## src/rtl/sudoku_pkg.sv

```systemverilog
// -----------------------------------------------------------------------------
// sudoku_pkg
// Shared definitions for the Sudoku elapsed-game timer / display scanner:
//   - state_e   : game timer FSM states
//   - SEG_OFF   : all segments dark (active-low, {g,f,e,d,c,b,a})
//   - SEG_LUT   : BCD 0..9 to active-low seven-segment patterns
//   - seg_decode: BCD digit to pattern, anything above 9 is dark
// -----------------------------------------------------------------------------
package sudoku_pkg;

    typedef enum logic [1:0] {
        ST_IDLE  = 2'd0,
        ST_RUN   = 2'd1,
        ST_PAUSE = 2'd2,
        ST_DONE  = 2'd3
    } state_e;

    localparam logic [6:0] SEG_OFF = 7'h7F;

    localparam logic [6:0] SEG_LUT [0:9] = '{
        7'h40, 7'h79, 7'h24, 7'h30, 7'h19,
        7'h12, 7'h02, 7'h78, 7'h00, 7'h10
    };

    function automatic logic [6:0] seg_decode(input logic [3:0] d);
        logic [6:0] r;
        r = SEG_OFF;
        if (d <= 4'd9) begin
            r = SEG_LUT[d];
        end
        return r;
    endfunction

endpackage

```

## src/rtl/sudoku_bcd_digit.sv

```systemverilog
// -----------------------------------------------------------------------------
// sudoku_bcd_digit
// One mod-N BCD counter digit.
//   clk   : master clock
//   clr_n : asynchronous reset, active-low (value -> 0)
//   clr   : synchronous clear to 0, wins over inc
//   inc   : advance by one; wraps N-1 -> 0
//   val   : current digit value
//   carry : combinational, high when inc is asserted on the last value
// -----------------------------------------------------------------------------
module sudoku_bcd_digit #(
    parameter int unsigned N = 10
) (
    input  logic       clk,
    input  logic       clr_n,
    input  logic       clr,
    input  logic       inc,
    output logic [3:0] val,
    output logic       carry
);

    localparam logic [3:0] LAST = 4'(N - 1);

    logic [3:0] val_q;
    logic [3:0] val_d;

    assign carry = inc && (val_q == LAST);
    assign val   = val_q;

    always_comb begin
        val_d = val_q;
        if (clr) begin
            val_d = 4'd0;
        end else if (inc) begin
            val_d = carry ? 4'd0 : val_q + 4'd1;
        end
    end

    always_ff @(posedge clk or negedge clr_n) begin
        if (!clr_n) begin
            val_q <= 4'd0;
        end else begin
            val_q <= val_d;
        end
    end

endmodule

```

## src/rtl/sudoku_timer_disp.sv

```systemverilog
// -----------------------------------------------------------------------------
// sudoku_timer_disp
// Elapsed-game MM:SS timer with a 4-digit multiplexed common-anode display.
//   clk      : master clock
//   clr_n    : asynchronous reset, active-low
//   sec_lvl  : 1 Hz square wave, one second per rising edge
//   scan_lvl : scan square wave, one digit step per rising edge
//   start    : pulse, clear the count and run (highest priority)
//   pause    : level, freeze the count while high
//   solved   : pulse, freeze the count for good (until next start)
//   an       : digit anodes, active-low, an[0] = rightmost (seconds units)
//   seg      : segments {g,f,e,d,c,b,a}, active-low
//   dp       : colon after the minutes, active-low, only on digit 1
//   running  : registered, state is RUN
//   done     : registered, state is DONE
// Parameter MAX_MIN (1..99): the count saturates at MAX_MIN:59.
// Build option SUDOKU_LEAD_BLANK_EN: blank the tens-of-minutes digit when 0.
// -----------------------------------------------------------------------------
module sudoku_timer_disp
    import sudoku_pkg::*;
#(
    parameter int unsigned MAX_MIN = 99
) (
    input  logic       clk,
    input  logic       clr_n,
    input  logic       sec_lvl,
    input  logic       scan_lvl,
    input  logic       start,
    input  logic       pause,
    input  logic       solved,
    output logic [3:0] an,
    output logic [6:0] seg,
    output logic       dp,
    output logic       running,
    output logic       done
);

    localparam logic [3:0] MAX_M1 = 4'(MAX_MIN / 10);
    localparam logic [3:0] MAX_M0 = 4'(MAX_MIN % 10);

    state_e     state_q, state_d;
    logic       sec_q, scan_q;
    logic [1:0] idx_q, idx_d;
    logic [3:0] an_q, an_d;
    logic [6:0] seg_q, seg_d;
    logic       dp_q, dp_d;
    logic       running_q, running_d;
    logic       done_q, done_d;

    logic       sec_pulse, scan_pulse, at_max, tick;
    logic [3:0] digit_val [0:3];
    logic [3:0] inc_vec, carry_vec;
    logic       carry_unused;
    logic [3:0] digit_sel;

    assign sec_pulse  = sec_lvl & ~sec_q;
    assign scan_pulse = scan_lvl & ~scan_q;

    assign at_max = (digit_val[3] == MAX_M1) && (digit_val[2] == MAX_M0) &&
                    (digit_val[1] == 4'd5)   && (digit_val[0] == 4'd9);

    // A second only counts in RUN when nothing else claims the cycle;
    // the tick at MAX_MIN:59 moves to DONE instead of wrapping.
    assign tick = (state_q == ST_RUN) && sec_pulse && !start && !solved &&
                  !pause && !at_max;

    // Digits {m1,m0,s1,s0} = digit_val[3:0]; carry ripples upward.
    assign inc_vec      = {carry_vec[2:0], tick};
    assign carry_unused = carry_vec[3];

    for (genvar gi = 0; gi < 4; gi++) begin : g_digit
        sudoku_bcd_digit #(
            .N ((gi == 1) ? 6 : 10)
        ) u_digit (
            .clk   (clk),
            .clr_n (clr_n),
            .clr   (start),
            .inc   (inc_vec[gi]),
            .val   (digit_val[gi]),
            .carry (carry_vec[gi])
        );
    end

    always_comb begin
        state_d = state_q;
        if (start) begin
            state_d = ST_RUN;
        end else begin
            case (state_q)
                ST_RUN: begin
                    if (solved) begin
                        state_d = ST_DONE;
                    end else if (pause) begin
                        state_d = ST_PAUSE;
                    end else if (sec_pulse && at_max) begin
                        state_d = ST_DONE;
                    end
                end
                ST_PAUSE: begin
                    if (solved) begin
                        state_d = ST_DONE;
                    end else if (!pause) begin
                        state_d = ST_RUN;
                    end
                end
                default: state_d = state_q;
            endcase
        end
    end

    // Display registers are built from the current idx, so a new index
    // shows up one edge after the scan pulse that selected it.
    always_comb begin
        idx_d     = idx_q + {1'b0, scan_pulse};
        digit_sel = digit_val[idx_q];
        an_d      = ~(4'b0001 << idx_q);
        seg_d     = seg_decode(digit_sel);
`ifdef SUDOKU_LEAD_BLANK_EN
        if ((idx_q == 2'd3) && (digit_val[3] == 4'd0)) begin
            seg_d = SEG_OFF;
        end
`endif
        dp_d = 1'b1;
        if (idx_q == 2'd1) begin
            case (state_q)
                ST_RUN:   dp_d = sec_q;
                ST_PAUSE: dp_d = 1'b0;
                ST_DONE:  dp_d = 1'b0;
                default:  dp_d = 1'b1;
            endcase
        end
        running_d = (state_q == ST_RUN);
        done_d    = (state_q == ST_DONE);
    end

    always_ff @(posedge clk or negedge clr_n) begin
        if (!clr_n) begin
            state_q   <= ST_IDLE;
            sec_q     <= 1'b0;
            scan_q    <= 1'b0;
            idx_q     <= 2'd0;
            an_q      <= 4'b1111;
            seg_q     <= SEG_OFF;
            dp_q      <= 1'b1;
            running_q <= 1'b0;
            done_q    <= 1'b0;
        end else begin
            state_q   <= state_d;
            sec_q     <= sec_lvl;
            scan_q    <= scan_lvl;
            idx_q     <= idx_d;
            an_q      <= an_d;
            seg_q     <= seg_d;
            dp_q      <= dp_d;
            running_q <= running_d;
            done_q    <= done_d;
        end
    end

    assign an      = an_q;
    assign seg     = seg_q;
    assign dp      = dp_q;
    assign running = running_q;
    assign done    = done_q;

endmodule

```

## config.mk

```make
export PLATFORM = sky130hd
export DESIGN_NAME = sudoku_timer_disp
export DESIGN_NICKNAME = d
export VERILOG_FILES = /design/src/rtl/sudoku_pkg.sv /design/src/rtl/sudoku_bcd_digit.sv /design/src/rtl/sudoku_timer_disp.sv
export SDC_FILE = /design/constraint.sdc
export NUM_CORES = 1
export LEC_CHECK = 0
export CORE_ASPECT_RATIO = 1.75
export CORE_MARGIN = 5
export CORE_UTILIZATION = 60
export DETAILED_ROUTE_END_ITERATION = 10
export PLACE_DENSITY = 0.84
export SYNTH_ARGS = -nofsm -noshare
export SYNTH_HDL_FRONTEND = slang
export SYNTH_SLANG_ARGS = --single-unit
```

## constraint.sdc

```tcl
create_clock -name clk -period 5.56 [get_ports clk]
set_input_delay 0.556 -clock clk [delete_from_list [all_inputs] [get_ports clk]]
set_output_delay 0.556 -clock clk [all_outputs]
set_load 0.02 [all_outputs]
```

==> run metrics <==
io pins=21; total negative slack=0 ps; Congestion Overflow GR=0; post-synthesis cell area=around 0.0020 sq mm; Pleak=between 0.9 and 1 nW; total power=around 0.00065 W; PwrDens=between 200 and 300 mW/mm^2; CTS sink count=36; WHS Endpoint=done; worst reg-to-reg path cell count=7; area delta synth->final=14.8%; fin crit share=0.493; largest family of logic cells by synthesized area=simple AND/OR/NAND/NOR gates; GP Congestion=between 0.9 and 1; initial antenna violation count=0; Slew HR=0.517; Post-DRT Antenna Nets=0; syn nets=between 150 and 200; setup bufs post-CTS=0; required time of the worst setup path=approximately 5800 ps; Post-synth EDFFs=0; htree depth=2; r2r startpoint=idx_q[1]; total track usage=0.193; worst-margin pin slew=around 720 ps; crit path kind=in2reg; met1 usage=0.191; Resize count post-CTS=0; outcome=finished clean; post-synthesis sequential area ratio=0.466; via count=between 1000 and 1500; M2 GR Usage=0.351; die area=0.00457 sq mm; ANT cells=0; RSZ-0062 raised after global routing=no; DRT Wirelength=between 3 and 4 mm; hpwl dp=approximately 2.8 mm; Syn Inst Count=178; CTS hold repair buffers=0; Synth Area in Simple Gates=0.195; latest clock arrival within the worst-skew pair=~290 ps; Wirelength per Cell=roughly 16 microns; Max Root-Sink Buffers=2; r2r setup slk=approximately 3400 ps; post-synth cell types=42; mean post-synth cell area=11.0 sq um; clock slew at the register clock pins of the worst setup and hold paths=about 70 ps; min Tclk post-route=2740 ps; clk_skew=between 10 and 15 ps; Final Setup Violations=0; fmax=between 300 and 400 MHz; multiplexer share of the synthesized area=0.0693; Maximum Capacitance Violations=0; Post-Synth XOR/XNOR Area=0.00445; Startpoint Class=primary input; clock root cell=clkbuf_8; Crit Path Max Fanout=20; Synth area leader=dfrtp_1; initial core utilization=0.626; Async S/R FF share, synth=1.00; Yosys top cell area share=0.305; worst IR drop on VDD=roughly 0.00017 V; Synth Flop Type=dfrtp_1; Slew Limit Fails=0; maximum number of pins on one net before global-route repair=37; hold_sp=state_q[0]; 1st-pass router iterations=4; Synth Warn #=0; Rows=27; Via-to-Cell Ratio=~6; compound-gate portion of the synthesized area=0.126; CTS Buf Count=5; number of global-route vias before repair=1581; Arr. time, crit path=approximately 3000 ps; synth cell count leaders=dfrtp_1, a21oi_1, ha_1; flop and latch count out of synthesis=36; GR peak layer=met2; Port Buf Inserts=20; layout cells sized above 1=0.180; Total Nets Final=220; CP endpoint kind=register; Hold Path Class=reg2reg; global-route met3 utilization=0.0452; remaining routing DRC violations=0; Synth Area in Adders=0.0941; most frequent cell after synthesis=dfrtp_1; 1st-iter DRT viols=31; top post-synthesis cells by area=dfrtp_1, dfstp_2, ha_1; CTS tree=built; Hold Vio Cnt, Final=0; first-pass GRT wire length=6.67 mm; Crit Reg-Reg Endpoint=seg[3]; width of the die=between 50 and 60 microns; die height=approximately 86 microns; Core Box Area=roughly 0.0031 sq mm; Hold Path Depth=1
cell type report:
| type | instances | area, sq um |
|---|---|---|
| well taps | 43 | 53.8 |
| clock inverters | 1 | 5.00 |
| flip-flops and latches | 36 | 916 |
| inverters | 10 | 37.5 |
| fillers | 226 | 885 |
| multi-input cells | 125 | 961 |
| repair buffers | 21 | 208 |
| clock buffers | 7 | 76.3 |
worst max-delay path, stage by stage:
cell             delay [ps]
clkdlybuf4s50_1         780
and4bb_1                480
nand2_1                 340
or4_1                   620
a21oi_1                 150
cell families after synthesis:
kind of cell | count (synthesis)
AND/OR/NAND/NOR | 60
AO/OA/AOI/OAI | 41
flip-flops | 36
buffers and inverters | 17
adder cells (fa/ha/maj) | 15
multiplexers | 8
XOR/XNOR | 1
per-stage QoR:
| step | area, sq um | hold slack [ps] | std cells | worst slack [ps] | util |
|---|---|---|---|---|---|
| 4_1_cts | 2260 | 574 | 243 | 2840 | 0.718 |
| 3_5_place_dp | 2180 | 546 | 235 | 2520 | 0.693 |
| 3_3_place_gp | 2180 | 520 | 235 | 2640 | 0.693 |
| 2_1_floorplan | 1970 | 260 | 178 | 3730 | - |
| 6_report | 2260 | 573 | 243 | 2820 | 0.718 |
| 5_1_grt | 2260 | 607 | 243 | 2660 | 0.718 |
state kept, by name, indices dropped and copies added, names as in the netlist:
| signal | cells |
|---|---|
| dp | 1 |
| an | 4 |
| running | 1 |
| g_digit.u_digit.val | 16 |
| idx_q | 2 |
| scan_q | 1 |
| sec_q | 1 |
| done | 1 |
| state_q | 2 |
| seg | 7 |
metal layers:
metal	up-vias	wire length [microns]
met5	-	0
met4	0	82
met3	12	190
met2	40	2150
met1	707	1430
li1	683	-
worst max-delay path by stage:
stage              from                        end  slack, ps  depth (start not counted)
2_1_floorplan  idx_q[1]                     seg[3]       3730                          8
3_3_place_gp      start  g_digit[3].u_digit.val[2]       2640                          5
3_5_place_dp      start  g_digit[3].u_digit.val[2]       2520                          5
4_1_cts           start  g_digit[3].u_digit.val[2]       2840                          5
5_1_grt           start  g_digit[3].u_digit.val[3]       2660                          5
6_report          start  g_digit[3].u_digit.val[2]       2820                          5
power by group:
part	internal [W]	total (W)	leakage (nW)	switching [W]
clock	0.0000879	0.000176	0.0422	0.0000885
sequential	0.000308	0.000341	0.440	0.0000330
combinational	0.0000711	0.000134	0.491	0.0000630
cell usage in the layout, fill, tap and decap left out, types with 5 or more instances in the layout:
| master | count |
|---|---|
| a21oi_1 | 15 |
| clkbuf_8 | 5 |
| clkdlybuf4s50_1 | 20 |
| dfrtp_1 | 24 |
| dfstp_2 | 12 |
| ha_1 | 14 |
| inv_1 | 10 |
| nand2_1 | 7 |
| nand3_1 | 6 |
| nor2_1 | 9 |
| o21ai_0 | 11 |
| o31ai_1 | 5 |
| or3_2 | 5 |
| or4_1 | 6 |
(Power assumes the default switching activity.)
